$ cat config.mk
export PLATFORM = sky130hd
export DESIGN_NAME = usb_transaction_ctrl
export DESIGN_NICKNAME = d
export VERILOG_FILES = /design/src/rtl/usb_transaction_ctrl.sv
export SDC_FILE = /design/constraint.sdc
export NUM_CORES = 1
export LEC_CHECK = 0
export CAP_MARGIN = 20
export CORE_MARGIN = 10
export CORE_UTILIZATION = 25
export DETAILED_ROUTE_END_ITERATION = 6
export MAX_ROUTING_LAYER = met4
export SLEW_MARGIN = 10
export SYNTH_ARGS = -nofsm -noshare
export SYNTH_HDL_FRONTEND = slang
export SYNTH_SLANG_ARGS = --single-unit
export TNS_END_PERCENT = 20
$ cat constraint.sdc
create_clock -name clk -period 4.8 [get_ports clk]
set_input_delay 1.2 -clock clk [delete_from_list [all_inputs] [get_ports clk]]
set_output_delay 1.2 -clock clk [all_outputs]
set_load 0.05 [all_outputs]
$ cat src/rtl/usb_transaction_ctrl.sv
// Device-side USB transaction sequencer: walks token/data/handshake phases,
// keeps per-endpoint data toggles and turnaround timeouts, and drives FIFO commits.

package types;
  typedef enum logic [3:0] {
    PID_RSVD  = 4'b0000,
    PID_OUT   = 4'b0001,
    PID_ACK   = 4'b0010,
    PID_DATA0 = 4'b0011,
    PID_PING  = 4'b0100,
    PID_SOF   = 4'b0101,
    PID_NYET  = 4'b0110,
    PID_DATA2 = 4'b0111,
    PID_SPLIT = 4'b1000,
    PID_IN    = 4'b1001,
    PID_NAK   = 4'b1010,
    PID_DATA1 = 4'b1011,
    PID_PRE   = 4'b1100,
    PID_SETUP = 4'b1101,
    PID_STALL = 4'b1110,
    PID_MDATA = 4'b1111
  } pid_t;

  localparam bit USB_FULL_SPEED = 1'b1;
endpackage

module usb_transaction_ctrl #(
  parameter int NUM_ENDP = 4,
  parameter int TIMEOUT  = 600
) (
  input  logic                clk,
  input  logic                reset,
  input  logic                usb_reset,
  input  logic [6:0]          dev_addr,
  input  logic                rx_pid_valid,
  input  logic [3:0]          rx_pid,
  input  logic [6:0]          rx_addr,
  input  logic [3:0]          rx_endp,
  input  logic                rx_crc5_ok,
  input  logic                rx_data_done,
  input  logic                rx_crc16_ok,
  input  logic [NUM_ENDP-1:0] ep_stall,
  input  logic [NUM_ENDP-1:0] ep_in_ready,
  input  logic [NUM_ENDP-1:0] ep_out_full,
  output logic                tx_req,
  output logic [3:0]          tx_pid,
  input  logic                tx_ack,
  output logic [3:0]          cur_endp,
  output logic                out_commit,
  output logic                out_discard,
  output logic                in_commit,
  output logic                setup_flag,
  output logic                sof,
  output logic                token_done,
  output logic [3:0]          err
);
  import types::*;

  localparam int              EW          = (NUM_ENDP > 1) ? $clog2(NUM_ENDP) : 1;
  localparam int              TW          = $clog2(TIMEOUT + 1);
  localparam logic [4:0]      LP_NUM_ENDP = 5'(NUM_ENDP);
  localparam logic [TW-1:0]   LP_TIMEOUT  = TW'(TIMEOUT);

  typedef enum logic [2:0] {
    S_IDLE, S_WAIT_DATA, S_RECV_DATA, S_SEND_HS, S_SEND_DATA, S_WAIT_HS
  } state_t;

  state_t              r_state,     w_state_nxt;
  logic [3:0]          r_endp,      w_endp_nxt;
  logic [NUM_ENDP-1:0] r_toggle,    w_toggle_nxt;
  logic [TW-1:0]       r_timer,     w_timer_nxt;
  logic                r_tok_setup, w_tok_setup_nxt;
  logic                r_data1,     w_data1_nxt;
  pid_t                r_tx_pid,    w_tx_pid_nxt;
  logic                r_out_commit, w_out_commit;
  logic                r_out_discard, w_out_discard;
  logic                r_in_commit, w_in_commit;
  logic                r_setup_flag, w_setup_flag;
  logic                r_sof,       w_sof;
  logic                r_token_done, w_token_done;
  logic [3:0]          r_err,       w_err;

  logic          w_clear;
  pid_t          w_rx_pid;
  logic          w_is_token;
  logic          w_tok_ok;
  logic [EW-1:0] w_rx_ep;
  logic [EW-1:0] w_cur_ep;
  logic          w_timeout;
  logic [TW-1:0] w_timer_inc;

  assign w_clear     = reset | usb_reset;
  assign w_rx_pid    = pid_t'(rx_pid);
  assign w_is_token  = (w_rx_pid == PID_OUT) || (w_rx_pid == PID_IN) || (w_rx_pid == PID_SETUP);
  assign w_tok_ok    = rx_pid_valid && w_is_token && rx_crc5_ok && (rx_addr == dev_addr) &&
                       ({1'b0, rx_endp} < LP_NUM_ENDP);
  assign w_rx_ep     = rx_endp[EW-1:0];
  assign w_cur_ep    = r_endp[EW-1:0];
  assign w_timeout   = (r_timer == LP_TIMEOUT);
  assign w_timer_inc = w_timeout ? r_timer : r_timer + TW'(1);

  // NOTE: every always_comb output gets a default first so no path can infer a latch.
  always_comb begin
    w_state_nxt     = r_state;
    w_endp_nxt      = r_endp;
    w_toggle_nxt    = r_toggle;
    w_timer_nxt     = '0;
    w_tok_setup_nxt = r_tok_setup;
    w_data1_nxt     = r_data1;
    w_tx_pid_nxt    = r_tx_pid;
    w_out_commit    = 1'b0;
    w_out_discard   = 1'b0;
    w_in_commit     = 1'b0;
    w_setup_flag    = 1'b0;
    w_sof           = 1'b0;
    w_token_done    = 1'b0;
    w_err           = 4'b0000;   // {bto, crc16, crc5, pid}

    unique case (r_state)
      S_IDLE: begin
        if (rx_pid_valid && (w_is_token || w_rx_pid == PID_SOF) && !rx_crc5_ok) begin
          w_err[1] = 1'b1;
        end else if (w_tok_ok) begin
          w_endp_nxt      = rx_endp;
          w_tok_setup_nxt = (w_rx_pid == PID_SETUP);
          if (w_rx_pid != PID_IN) begin
            w_state_nxt = S_WAIT_DATA;
          end else if (ep_stall[w_rx_ep]) begin
            w_state_nxt  = S_SEND_HS;
            w_tx_pid_nxt = PID_STALL;
          end else if (ep_in_ready[w_rx_ep]) begin
            w_state_nxt  = S_SEND_DATA;
            w_tx_pid_nxt = r_toggle[w_rx_ep] ? PID_DATA1 : PID_DATA0;
          end else begin
            w_state_nxt  = S_SEND_HS;
            w_tx_pid_nxt = PID_NAK;
          end
        end else if (rx_pid_valid && w_rx_pid == PID_SOF) begin
          w_sof = 1'b1;
        end
      end

      S_WAIT_DATA: begin
        w_timer_nxt = w_timer_inc;
        if (rx_pid_valid) begin
          if (w_rx_pid == PID_DATA0 || w_rx_pid == PID_DATA1) begin
            w_state_nxt = S_RECV_DATA;
            w_data1_nxt = (w_rx_pid == PID_DATA1);
          end else begin
            w_state_nxt = S_IDLE;
            w_err[0]    = 1'b1;
          end
        end else if (w_timeout) begin
          w_state_nxt = S_IDLE;
          w_err[3]    = 1'b1;
        end
      end

      S_RECV_DATA: begin
        if (rx_data_done) begin
          w_state_nxt  = S_SEND_HS;
          w_tx_pid_nxt = PID_ACK;
          if (!rx_crc16_ok) begin
            w_state_nxt   = S_IDLE;
            w_tx_pid_nxt  = r_tx_pid;
            w_out_discard = 1'b1;
            w_err[2]      = 1'b1;
          end else if (r_tok_setup) begin
            // SETUP must always be accepted, even on a halted or full endpoint.
            if (!r_data1) begin
              w_out_commit           = 1'b1;
              w_setup_flag           = 1'b1;
              w_toggle_nxt[w_cur_ep] = 1'b1;
            end else begin
              w_state_nxt   = S_IDLE;
              w_tx_pid_nxt  = r_tx_pid;
              w_out_discard = 1'b1;
              w_err[0]      = 1'b1;
            end
          end else if (ep_stall[w_cur_ep]) begin
            w_tx_pid_nxt  = PID_STALL;
            w_out_discard = 1'b1;
          end else if (r_data1 != r_toggle[w_cur_ep]) begin
            w_out_discard = 1'b1;   // host missed our ACK and resent: re-ACK, drop copy
          end else if (ep_out_full[w_cur_ep]) begin
            w_tx_pid_nxt  = PID_NAK;
            w_out_discard = 1'b1;
          end else begin
            w_out_commit           = 1'b1;
            w_toggle_nxt[w_cur_ep] = ~r_toggle[w_cur_ep];
          end
        end
      end

      S_SEND_HS: begin
        if (tx_ack) begin
          w_state_nxt  = S_IDLE;
          w_token_done = 1'b1;
        end
      end

      S_SEND_DATA: begin
        if (tx_ack) begin
          w_state_nxt = S_WAIT_HS;
        end
      end

      S_WAIT_HS: begin
        w_timer_nxt = w_timer_inc;
        if (rx_pid_valid) begin
          w_state_nxt = S_IDLE;
          if (w_rx_pid == PID_ACK) begin
            w_in_commit            = 1'b1;
            w_token_done           = 1'b1;
            w_toggle_nxt[w_cur_ep] = ~r_toggle[w_cur_ep];
          end else begin
            w_err[0] = 1'b1;
          end
        end else if (w_timeout) begin
          w_state_nxt = S_IDLE;
          w_err[3]    = 1'b1;
        end
      end

      default: w_state_nxt = S_IDLE;
    endcase
  end

  // NOTE: sequential state uses non-blocking assignments so all registers update together.
  always_ff @(posedge clk) begin
    if (w_clear) begin
      r_state       <= S_IDLE;
      r_endp        <= '0;
      r_toggle      <= '0;
      r_timer       <= '0;
      r_tok_setup   <= 1'b0;
      r_data1       <= 1'b0;
      r_tx_pid      <= PID_ACK;
      r_out_commit  <= 1'b0;
      r_out_discard <= 1'b0;
      r_in_commit   <= 1'b0;
      r_setup_flag  <= 1'b0;
      r_sof         <= 1'b0;
      r_token_done  <= 1'b0;
      r_err         <= '0;
    end else begin
      r_state       <= w_state_nxt;
      r_endp        <= w_endp_nxt;
      r_toggle      <= w_toggle_nxt;
      r_timer       <= w_timer_nxt;
      r_tok_setup   <= w_tok_setup_nxt;
      r_data1       <= w_data1_nxt;
      r_tx_pid      <= w_tx_pid_nxt;
      r_out_commit  <= w_out_commit;
      r_out_discard <= w_out_discard;
      r_in_commit   <= w_in_commit;
      r_setup_flag  <= w_setup_flag;
      r_sof         <= w_sof;
      r_token_done  <= w_token_done;
      r_err         <= w_err;
    end
  end

  assign tx_req      = (r_state == S_SEND_HS) || (r_state == S_SEND_DATA);
  assign tx_pid      = r_tx_pid;
  assign cur_endp    = r_endp;
  assign out_commit  = r_out_commit;
  assign out_discard = r_out_discard;
  assign in_commit   = r_in_commit;
  assign setup_flag  = r_setup_flag;
  assign sof         = r_sof;
  assign token_done  = r_token_done;
  assign err         = r_err;

endmodule

* Word level (Yosys, flattened, before mapping)
Index checks and enable logic that the tools add are counted.
** Storage, ports and cells
- Memory bits (writable) :: 0
- Bits in read-only memories :: 0
- Output and inout bits :: 19
- Word-level logic and storage cells :: 175
- Register bits :: 37
- Input port bits :: 42
- Memories kept :: 0
- Latch bits :: 0
** Cells by class
- Mux-type cells :: 82
- Multipliers :: 0
- Equality and inequality tests :: 29
- Add/sub/neg operators :: 1
- $lt $le $gt $ge :: 4
- Bitwise logic cells :: 11
- Reduce and logical (&&, ||, !) cells :: 31
- Divide/modulo/power cells :: 0
- Shifts and indexed selects :: 0
** Operators by type and width (number)
- $mux 4 :: 22
- $mux 3 :: 11
- $mux 1 :: 32
- $ne 2x2->1 const B :: 9
- $pmux 3 s6 :: 1
- $pmux 4 s2 :: 2
- $bmux 1 s2 :: 6
- $eq 4x4->1 const B :: 3
- $ne 3x3->1 const B :: 4
- $add 10x1->10 const B :: 1
- $eq 10x10->1 const B :: 1
- $not 1->1 :: 9
- $reduce_and 9->1 :: 1
- $eq 4x2->1 const B :: 2
- $logic_and 1x1->1 :: 8
- $mux 2 :: 4
- $reduce_or 2->1 :: 4
- $reduce_or 4->1 :: 2
- $eq 7x7->1 :: 1
- $reduce_and 7->1 :: 1
- $eq 3x2->1 const B :: 2
- $eq 3x3->1 const B :: 2
- $lt 2x3->1 const B :: 2
- $reduce_and 3->1 :: 2
- 20 further kinds :: 26

* Longest topological paths before layout
Gate-level depths: netlist (run 1).
- Depth in word-level cells :: 12
- Depth in mapped cells :: 7
- Gate-level depth less buffers :: 7

* Least setup slack after synthesis (run 1)
Ideal clock, no wire load.
- Path type :: input-to-reg
- Start :: in rx_pid_valid
- End :: reg r_tx_pid[3], in the netlist tx_pid[3]
- Slack :: 1972 ps
- Library setup time :: 60 ps
- Path buffers :: 1
- Stages on the path :: 7
- Data required time :: 4740 ps
- Arrival :: 2769 ps
- Cells stage by stage :: buf_2 nor4bb_1 nand4_1 or4_4 a22o_4 nor4b_2 a31o_1
** On the way
- Word-level cells in the longest chain between the ends :: 6
** RTL lines
- from (decl) :: line 35 : input logic rx_pid_valid,
- $logic_and 1x1->1 (4 in series) :: line 95 : assign w_tok_ok = rx_pid_valid && w_is_token && rx_crc5_ok && (rx_addr == dev_addr) &&
- $ne 2x2->1 (no source line)
- $reduce_and 7->1 (no source line) *
- to (signal assigned) :: line 253 : r_tx_pid <= w_tx_pid_nxt;
- to (decl) :: line 74 : pid_t r_tx_pid, w_tx_pid_nxt;
Every way passes the cells marked *; elsewhere a longest branch is shown, timed or not.
A chain may end at the register's enable or synchronous reset.

* Worst setup path after layout (run 1)
- Start :: reg r_state[0]
- End :: out tx_req
** On the way
- Word-level cells in the longest chain between the ends :: 2
** RTL lines
- from (decl) :: line 68 : state_t r_state, w_state_nxt;
- from (signal assigned) :: line 247 : r_state <= w_state_nxt;
- $eq 3x2->1 or $eq 3x3->1 (tied branches) :: line 264 : assign tx_req = (r_state == S_SEND_HS) || (r_state == S_SEND_DATA);
- $logic_or 1x1->1 * :: line 264
- to (decl) :: line 45 : output logic tx_req,
Marked as above.

==> results of run 1 <==
## state kept, by name (all words and copies together), names as in the netlist
name / flops
cur_endp: 4
err: 4
in_commit: 1
out_commit: 1
out_discard: 1
r_data1: 1
r_state: 3
r_timer: 10
r_toggle: 4
r_tok_setup: 1
setup_flag: 1
sof: 1
token_done: 1
tx_pid: 3
## power by group through the flow
stage / sequential [mW] / clock [mW] / combinational, mW
3_5_place_dp: 0.306 / 0 / 0.0719
6_report: 0.299 / 0.224 / 0.0718
3_3_place_gp: 0.306 / 0 / 0.0707
5_1_grt: 0.298 / 0.245 / 0.0771
2_1_floorplan: 0.306 / 0 / 0.0277
4_1_cts: 0.298 / 0.230 / 0.0721
## cell families (layout without fill, tap and decap cells)
family | Yosys count | in the layout
AOI/OAI and AO/OA | 28 | 28
xor gates and xnor gates | 17 | 17
muxes | 12 | 12
DFF | 36 | 36
adders and majority gates | 2 | 2
buffers and inverters | 16 | 73
other | 1 | 1
and+or+nand+nor | 107 | 107
## metal layers
layer	up-vias	routed length, µm
met5	-	0
met4	0	29
met1	853	2494
met3	2	274
li1	900	-
met2	55	2637
## final timing paths
check	slack, ns	to	start	depth (start not counted)
worst min-delay path	0.48	cur_endp[3]	cur_endp[3]	1
worst max register to register	2.40	r_toggle[1]	r_state[2]	6
worst min register to register	0.48	cur_endp[3]	cur_endp[3]	1
worst max-delay path	1.57	tx_req	r_state[0]	4
## worst max-delay path: cells and delay by family, from the launching register on
family,cells,cell delay [ns]
simple gates,2,0.27
flops,1,0.56
buf+inv,1,0.80
compound gates,1,0.11
## metrics by stage
| step | worst slack (ns) | total power, mW | cell area, µm² | hold slack (ns) |
|---|---|---|---|---|
| CTS | 1.570 | 0.6008 | 2721 | 0.4827 |
| detailed placement | 1.297 | 0.3774 | 2629 | 0.4706 |
| finish | 1.570 | 0.5948 | 2721 | 0.4791 |
| global route | 1.435 | 0.6203 | 2721 | 0.4937 |
| floorplan | 1.972 | 0.3336 | 1977 | 0.4438 |
| global placement | 1.321 | 0.3762 | 2629 | 0.4576 |
## synth_stat cells (all sizes together) (2+ instances only)
cell type | count | area, µm²
a21o | 2 | 15.01
ha | 2 | 25.02
xnor2 | 10 | 87.58
xor2 | 7 | 61.31
nor4bb | 2 | 20.02
or4 | 2 | 18.77
or3b | 2 | 17.52
dfxtp | 36 | 720.7
nor2 | 26 | 97.59
nor4b | 3 | 38.79
nand4 | 5 | 31.28
a21oi | 6 | 30.03
nor3 | 9 | 45.04
nand2 | 13 | 48.80
nor4 | 2 | 12.51
and4b | 2 | 20.02
o21ai | 8 | 40.03
and3 | 5 | 31.28
mux2i | 6 | 60.06
mux4 | 6 | 135.1
nand2b | 5 | 31.28
o211ai | 2 | 15.01
inv | 6 | 22.52
nor3b | 5 | 37.54
or4b | 2 | 20.02
buf | 6 | 51.30
nor2b | 7 | 43.79
clkbuf | 4 | 15.01
nand3 | 13 | 65.06
## area by class of cell
| class | instances | area [µm²] | share of cell area (%) |
|---|---|---|---|
| multi-input combinational | 167 | 1167 | 42.90 |
| sequential | 36 | 720.7 | 26.48 |
| timing repair buffer | 59 | 590.6 | 21.70 |
| tap | 102 | 127.6 | 4.690 |
| clock buffer | 6 | 82.58 | 3.034 |
| inverter | 6 | 22.52 | 0.8276 |
| clock inverter | 2 | 10.01 | 0.3678 |
==> metrics.md, run 1 <==
| Metric | Value |
|---|---|
| Number of port buffers | `59` |
| Clock transition time at the flip-flop clock pins of the worst setup and hold paths | `0.08 ns` |
| Count of routing violations after the opening detailed-route iteration | `87` |
| Number of global-route vias before repair | `1,813` |
| Synthesis-to-finish area growth | `37.66%` |
| Clock period minus worst slack | `3.230 ns` |
| Count of instances resized after the clock tree is built | `0` |
| Floorplan Core Area | `7727 µm²` |
| Commonest non-fill, non-tap cells in the layout | `clkdlybuf4s50_1 (59), dfxtp_1 (36), nor2_1 (26)` |
| Data arrival, critical path | `2.03 ns` |
| Maximum number of pins on one net before global-route repair | `16` |
| Met2 routing resource usage after global routing | `15.68%` |
| Number of H-tree branching levels | `2` |
| Fmax | `309.6 MHz` |
| Global-route wire length before repair | `8901 µm` |
| Final design utilization | `35.22%` |
| Most frequent standard cell in the layout excluding fill and tap cells | `clkdlybuf4s50_1` |
| Mux cell area share after synthesis | `9.873%` |
| Status | `completed` |
| Fraction of layout instances using a drive strength above 1 | `7.246%` |
| Net switching power | `0.1382 mW` |
| Parity-gate share of the synthesized area counting xor and xnor cells | `7.532%` |
| Switching Fraction | `23.23%` |
| Netlist area before placement | `1977 µm²` |
| Layout Nets | `319` |
| Total number of vias | `1,810` |
| Avg Synthesized Cell Area | `9.027 µm²` |
| Average detailed-routed wire length per instance | `14.38 µm` |
| Crit Path Category | `reg2out` |
| Total placed cells including tap cells | `370` |
| Routability congestion estimate | `0.8544` |
| Class of the most critical hold timing path | `reg2reg` |
| Clock tree from TritonCTS | `built` |
| Via-per-instance ratio | `4.788` |
| Setup skew after layout | `0.009305 ns` |
| Synth Area in Adders | `1.266%` |
| CP max FO | `11` |
| Number of buffers added to fix hold violations after cts | `0` |
| Count of pins over their slew limit | `0` |
| Die area | `11,860 µm²` |
| Top-level I/O count | `61` |
| CP Data Required Time | `3.60 ns` |
| Part of the total power dissipated in the clock network | `37.7%` |
| Clock buffers created by TritonCTS | `5` |
| Grt peak-use layer | `met2` |
| Met3 Use GR | `2.360%` |
| Type of origin of the critical path | `flip-flop` |
| Post-synthesis simple-gate area fraction | `30.63%` |
| Unrepaired setup endpoints after global routing | `no` |
| Width of the chip | `108.9 µm` |
| Max capacitance violation total | `0` |
| Global-route total usage across every layer | `9.570%` |
| Number of enable-type register cells in the synthesized netlist | `0` |
| Number of inserted diodes | `0` |
| DRT Wirelength | `5436 µm` |
| Buffer cell driving the clock tree root | `clkbuf_8` |
| Total of endpoints with negative setup slack in the final report | `0` |
| Final non-filler cell total | `378` |
| Delay contributed by the slowest stage of the critical path | `0.80 ns` |
| Worst-Skew Late Latency | `0.29 ns` |
| Number of remaining DRC errors | `0` |
| Commonest register cell after synthesis | `dfxtp_1` |
| Kind of end point of the critical path | `primary output` |
| Effective utilization at floorplan | `25.58%` |
| Initial antenna violation count | `0` |
| Design internal power | `0.4566 mW` |
| Worst-path cell chain | `nand2_1 -> nor2_1 -> a21o_1 -> clkdlybuf4s50_1` |
| Post-route setup TNS | `0 ns` |
| Leakage component of the power | `0.9316 nW` |
| Sequential share of power | `50.2%` |
| Total number of yosys warnings | `0` |
| Sequential cell area fraction in the yosys report | `36.46%` |
| First-pass DRT Iterations | `4` |
| #FFs+latches synth | `36` |
| Maximum buffer depth of the clock tree | `2` |
| Worst Tran Pin Value | `0.7941 ns` |
| Max-slew headroom at the worst pin | `46.65%` |
| Final number of hold-violating endpoints | `0` |
| Logic pwr share | `12.1%` |
| Gate count of the mapped netlist | `219` |
| Y dimension of the die | `108.9 µm` |
| Estimated wirelength of the detail-placed design | `4321 µm` |
| Slowest library cell on the worst path | `clkdlybuf4s50_1` |
| Dominant combinational cell family by area after synthesis | `simple AND/OR/NAND/NOR gates` |
| Yosys cell types | `50` |
| Synth Net Count | `263` |
| Crit share post-route | `67.30%` |
| Areal power density over the cells | `218.5 nW/µm²` |
| GR Overflow Total | `0` |
| Met1 Use GR | `11.55%` |
| Async set-reset flop share out of synthesis | `0%` |
| Total of fill cells in the finished design | `786` |
| FP Rows | `32` |
| Compound-cell area share of the yosys netlist | `9.557%` |
| Number of routed nets with antenna violations | `0` |
| VDD IR-drop max | `77.67 µV` |
| Count of clock tree sinks | `36` |
| Post-CTS setup repair buffer count | `0` |
Power figures use the tool's default switching activity.
==> run 2, diff against run 1 <==
==> constraint.sdc (replaced) <==
create_clock -name clk -period 2.9 [get_ports clk]
set_input_delay 0.725 -clock clk [delete_from_list [all_inputs] [get_ports clk]]
set_output_delay 0.725 -clock clk [all_outputs]
set_load 0.05 [all_outputs]
==> run 2 against run 1 <==
Worst hold slack got worse by 0.0037 ns. Setup slack worse by 1.4 ns. Via count grew 0.72%. First-iteration DRC count is 1.1% higher. Critical path type unchanged. Critical endpoint unchanged.
==> metrics.md, run 2 (synthesis gave the netlist of run 1 again) <==
| Metric | Value |
|---|---|
| Worst-Skew Late Latency | `0.29 ns (about the same)` |
| VDD IR-drop max | `148.3 µV (+91%)` |
| Startpoint of the lowest-slack register-to-register path | `cur_endp[0]` |
| DRT Wirelength | `5247 µm (-3.5%)` |
| Via-per-instance ratio | `4.711 (-1.6%)` |
| Fraction of layout instances using a drive strength above 1 | `10.18% (+2.9 points)` |
| Number of routed nets with antenna violations | `0 (unchanged)` |
| Number of cells traversed by the worst register-to-register path | `6 (unchanged)` |
| Number of global-route vias before repair | `1,808 (-0.28%)` |
| Clock transition time at the flip-flop clock pins of the worst setup and hold paths | `0.08 ns (about the same)` |
| Fmax | `371.1 MHz` |
| Width of the chip | `108.9 µm (unchanged)` |
| Final number of hold-violating endpoints | `0 (unchanged)` |
| Max capacitance violation total | `0 (unchanged)` |
| Number of H-tree branching levels | `2 (unchanged)` |
| End point of the critical path | `tx_req` |
| Status | `completed` |
| Floorplan Core Area | `7727 µm² (unchanged)` |
| FP Rows | `32 (unchanged)` |
| Worst-path cell chain | `nand2_1 -> nor2_1 -> a21o_1 -> clkdlybuf4s50_1` |
| Number of port buffers | `59 (unchanged)` |
| Areal power density over the cells | `357.3 nW/µm² (+63%)` |
| CP Data Required Time | `2.17 ns (-1.43 ns)` |
| Effective utilization at floorplan | `25.58% (unchanged)` |
| Initial antenna violation count | `0 (unchanged)` |
| Design internal power | `0.7619 mW (+67%)` |
| Register-to-Register Setup Slack | `0.59 ns (-1.81 ns)` |
| Maximum buffer depth of the clock tree | `2 (unchanged)` |
| Largest register by flop count | `r_timer` |
| Y dimension of the die | `108.9 µm (unchanged)` |
| Class of the most critical hold timing path | `reg2reg` |
| Part of the total power dissipated in the clock network | `38.3% (+0.6 points)` |
| Total number of vias | `1,823 (+0.72%)` |
| Top-level I/O count | `61 (unchanged)` |
| End of the worst register-to-register path | `r_toggle[2]` |
| Crit Path Category | `reg2out` |
| Count of pins over their slew limit | `0 (unchanged)` |
| Flip-flop and latch area | `720.7 µm² (unchanged)` |
| Crit share post-route | `92.91%` |
| Total of fill cells in the finished design | `808 (+2.8%)` |
| Power, Total | `0.9981 mW (+68%)` |
| Number of remaining DRC errors | `0 (unchanged)` |
| Delay contributed by the slowest stage of the critical path | `0.80 ns (about the same)` |
| GR Overflow Total | `0 (unchanged)` |
| Global-route total usage across every layer | `9.299% (-0.27 points)` |
| Data arrival, critical path | `1.97 ns (-0.06 ns)` |
| Number of buffers added to fix hold violations after cts | `0 (unchanged)` |
| Worst Tran Pin Value | `0.5240 ns (-0.2702 ns)` |
| Sequential share of power | `49.5% (-0.7 points)` |
| Routability congestion estimate | `0.8478 (-0.77%)` |
| Slowest library cell on the worst path | `clkdlybuf4s50_1` |
| Average detailed-routed wire length per instance | `13.56 µm (-5.7%)` |
| Post-CTS setup repair buffer count | `0 (unchanged)` |
| First-pass DRT Iterations | `4 (unchanged)` |
| Number of inserted diodes | `0 (unchanged)` |
| Count of instances resized after the clock tree is built | `0 (unchanged)` |
| Count of routing violations after the opening detailed-route iteration | `88 (+1.1%)` |
| Maximum number of pins on one net before global-route repair | `16 (unchanged)` |
| Leakage component of the power | `0.9709 nW (+4.2%)` |
| Type of origin of the critical path | `flip-flop` |
| Max-slew headroom at the worst pin | `64.96% (+18 points)` |
| Buffer cell driving the clock tree root | `clkbuf_8` |
| Switching Fraction | `23.67% (+0.44 points)` |
| CP max FO | `10 (-1)` |
| Most frequent standard cell in the layout excluding fill and tap cells | `clkdlybuf4s50_1` |
| Clock buffers created by TritonCTS | `5 (unchanged)` |
| Synthesis-to-finish area growth | `41.33%` |
| Unrepaired setup endpoints after global routing | `no` |
| Estimated wirelength of the detail-placed design | `4231 µm (-2.1%)` |
| Worst hold slack | `0.4753 ns (-0.003734 ns)` |
| Combined area of the multi-input logic cells | `1167 µm² (unchanged)` |
| Die area | `11,860 µm² (unchanged)` |
| Post-route setup TNS | `0 ns (unchanged)` |
| Setup skew after layout | `0.01107 ns (+0.001765 ns)` |
| Count of clock tree sinks | `36 (unchanged)` |
| Critical path launch point | `r_state[1]` |
| Clock period minus worst slack | `2.694 ns` |
| Kind of end point of the critical path | `primary output` |
| Clock tree from TritonCTS | `built` |
| Net switching power | `0.2363 mW (+71%)` |
| Total of endpoints with negative setup slack in the final report | `0 (unchanged)` |
| Logic pwr share | `12.2% (about the same)` |
| Commonest non-fill, non-tap cells in the layout | `clkdlybuf4s50_1 (59), dfxtp_1 (36), nor2_1 (26)` |
| Number of flip-flops in the largest register | `10 (unchanged)` |
| Layout Nets | `328 (+2.8%)` |
| Global-route wire length before repair | `8673 µm (-2.6%)` |
[run 2: cell count changes in the layout (fill, tap and decap cells not counted)]
| cell | before | now |
|---|---|---|
| clkinv_2 | 2 | 0 |
| clkinvlp_4 | 0 | 2 |
| buf_4 | 0 | 9 |
[run 2: final cells by class]
class / count / share of cell area, %
flip-flops and latches: 36 / 25.79
clock inverters: 2 / 0.5374
clock buffers: 6 / 2.956
well taps: 102 / 4.568
repair buffers: 68 / 23.56
multi-input cells: 167 / 41.78
inverters: 6 / 0.8061
[run 2: metal layers]
| layer | wire [µm] | global-route usage, % |
|---|---|---|
| met1 | 2433 | 11.18 |
| met2 | 2556 | 15.04 |
| met3 | 218 | 2.419 |
| met4 | 38 | 2.542 |
| met5 | 0 | - |
[run 2: power groups by stage]
| stage | combinational, mW | clock, mW | sequential, mW |
|---|---|---|---|
| final | 0.122 | 0.382 | 0.494 |
| after CTS | 0.122 | 0.393 | 0.494 |
| after global routing | 0.132 | 0.423 | 0.494 |
| after detailed placement | 0.122 | 0 | 0.506 |
| after floorplan | 0.0458 | 0 | 0.506 |
| after global placement | 0.121 | 0 | 0.506 |
[run 2: critical path: cells and delay by family, from the launching register on]
kind,cells,cell delay (ns)
buffers and inverters,1,0.80
AOI/OAI and AO/OA,1,0.12
DFF,1,0.51
and+or+nand+nor,2,0.26
[run 2: how the worst min path moves through the flow]
stage                            from           to  slack, ns  depth (start not counted)
after detailed placement  r_toggle[1]  r_toggle[1]       0.47                          2
after global placement    r_toggle[0]  r_toggle[0]       0.46                          2
final                     r_toggle[1]  r_toggle[1]       0.48                          2
after CTS                 r_toggle[1]  r_toggle[1]       0.48                          2
after global routing      r_toggle[1]  r_toggle[1]       0.50                          2
after floorplan           r_toggle[1]  r_toggle[1]       0.44                          2
[run 2: stage by stage]
step	instance area (µm²)	util (%)	cells	worst slack (ns)
floorplan	1977	-	219	0.4446
global placement	2696	34.89	379	0.07157
detailed placement	2696	34.89	379	0.06408
CTS	2794	36.16	387	0.1971
global route	2794	36.16	387	0.08896
finish	2794	36.16	387	0.2056
==> run 3, diff against run 2 <==
--- a/config.mk
+++ b/config.mk
@@ -5,7 +5,7 @@
 export SDC_FILE = /design/constraint.sdc
 export NUM_CORES = 1
 export LEC_CHECK = 0
-export CAP_MARGIN = 20
+export CAP_MARGIN = 30
 export CORE_MARGIN = 10
 export CORE_UTILIZATION = 25
 export DETAILED_ROUTE_END_ITERATION = 6
==> results of run 3 <==
Final layout, timing and power as in run 2 (identical DEF).
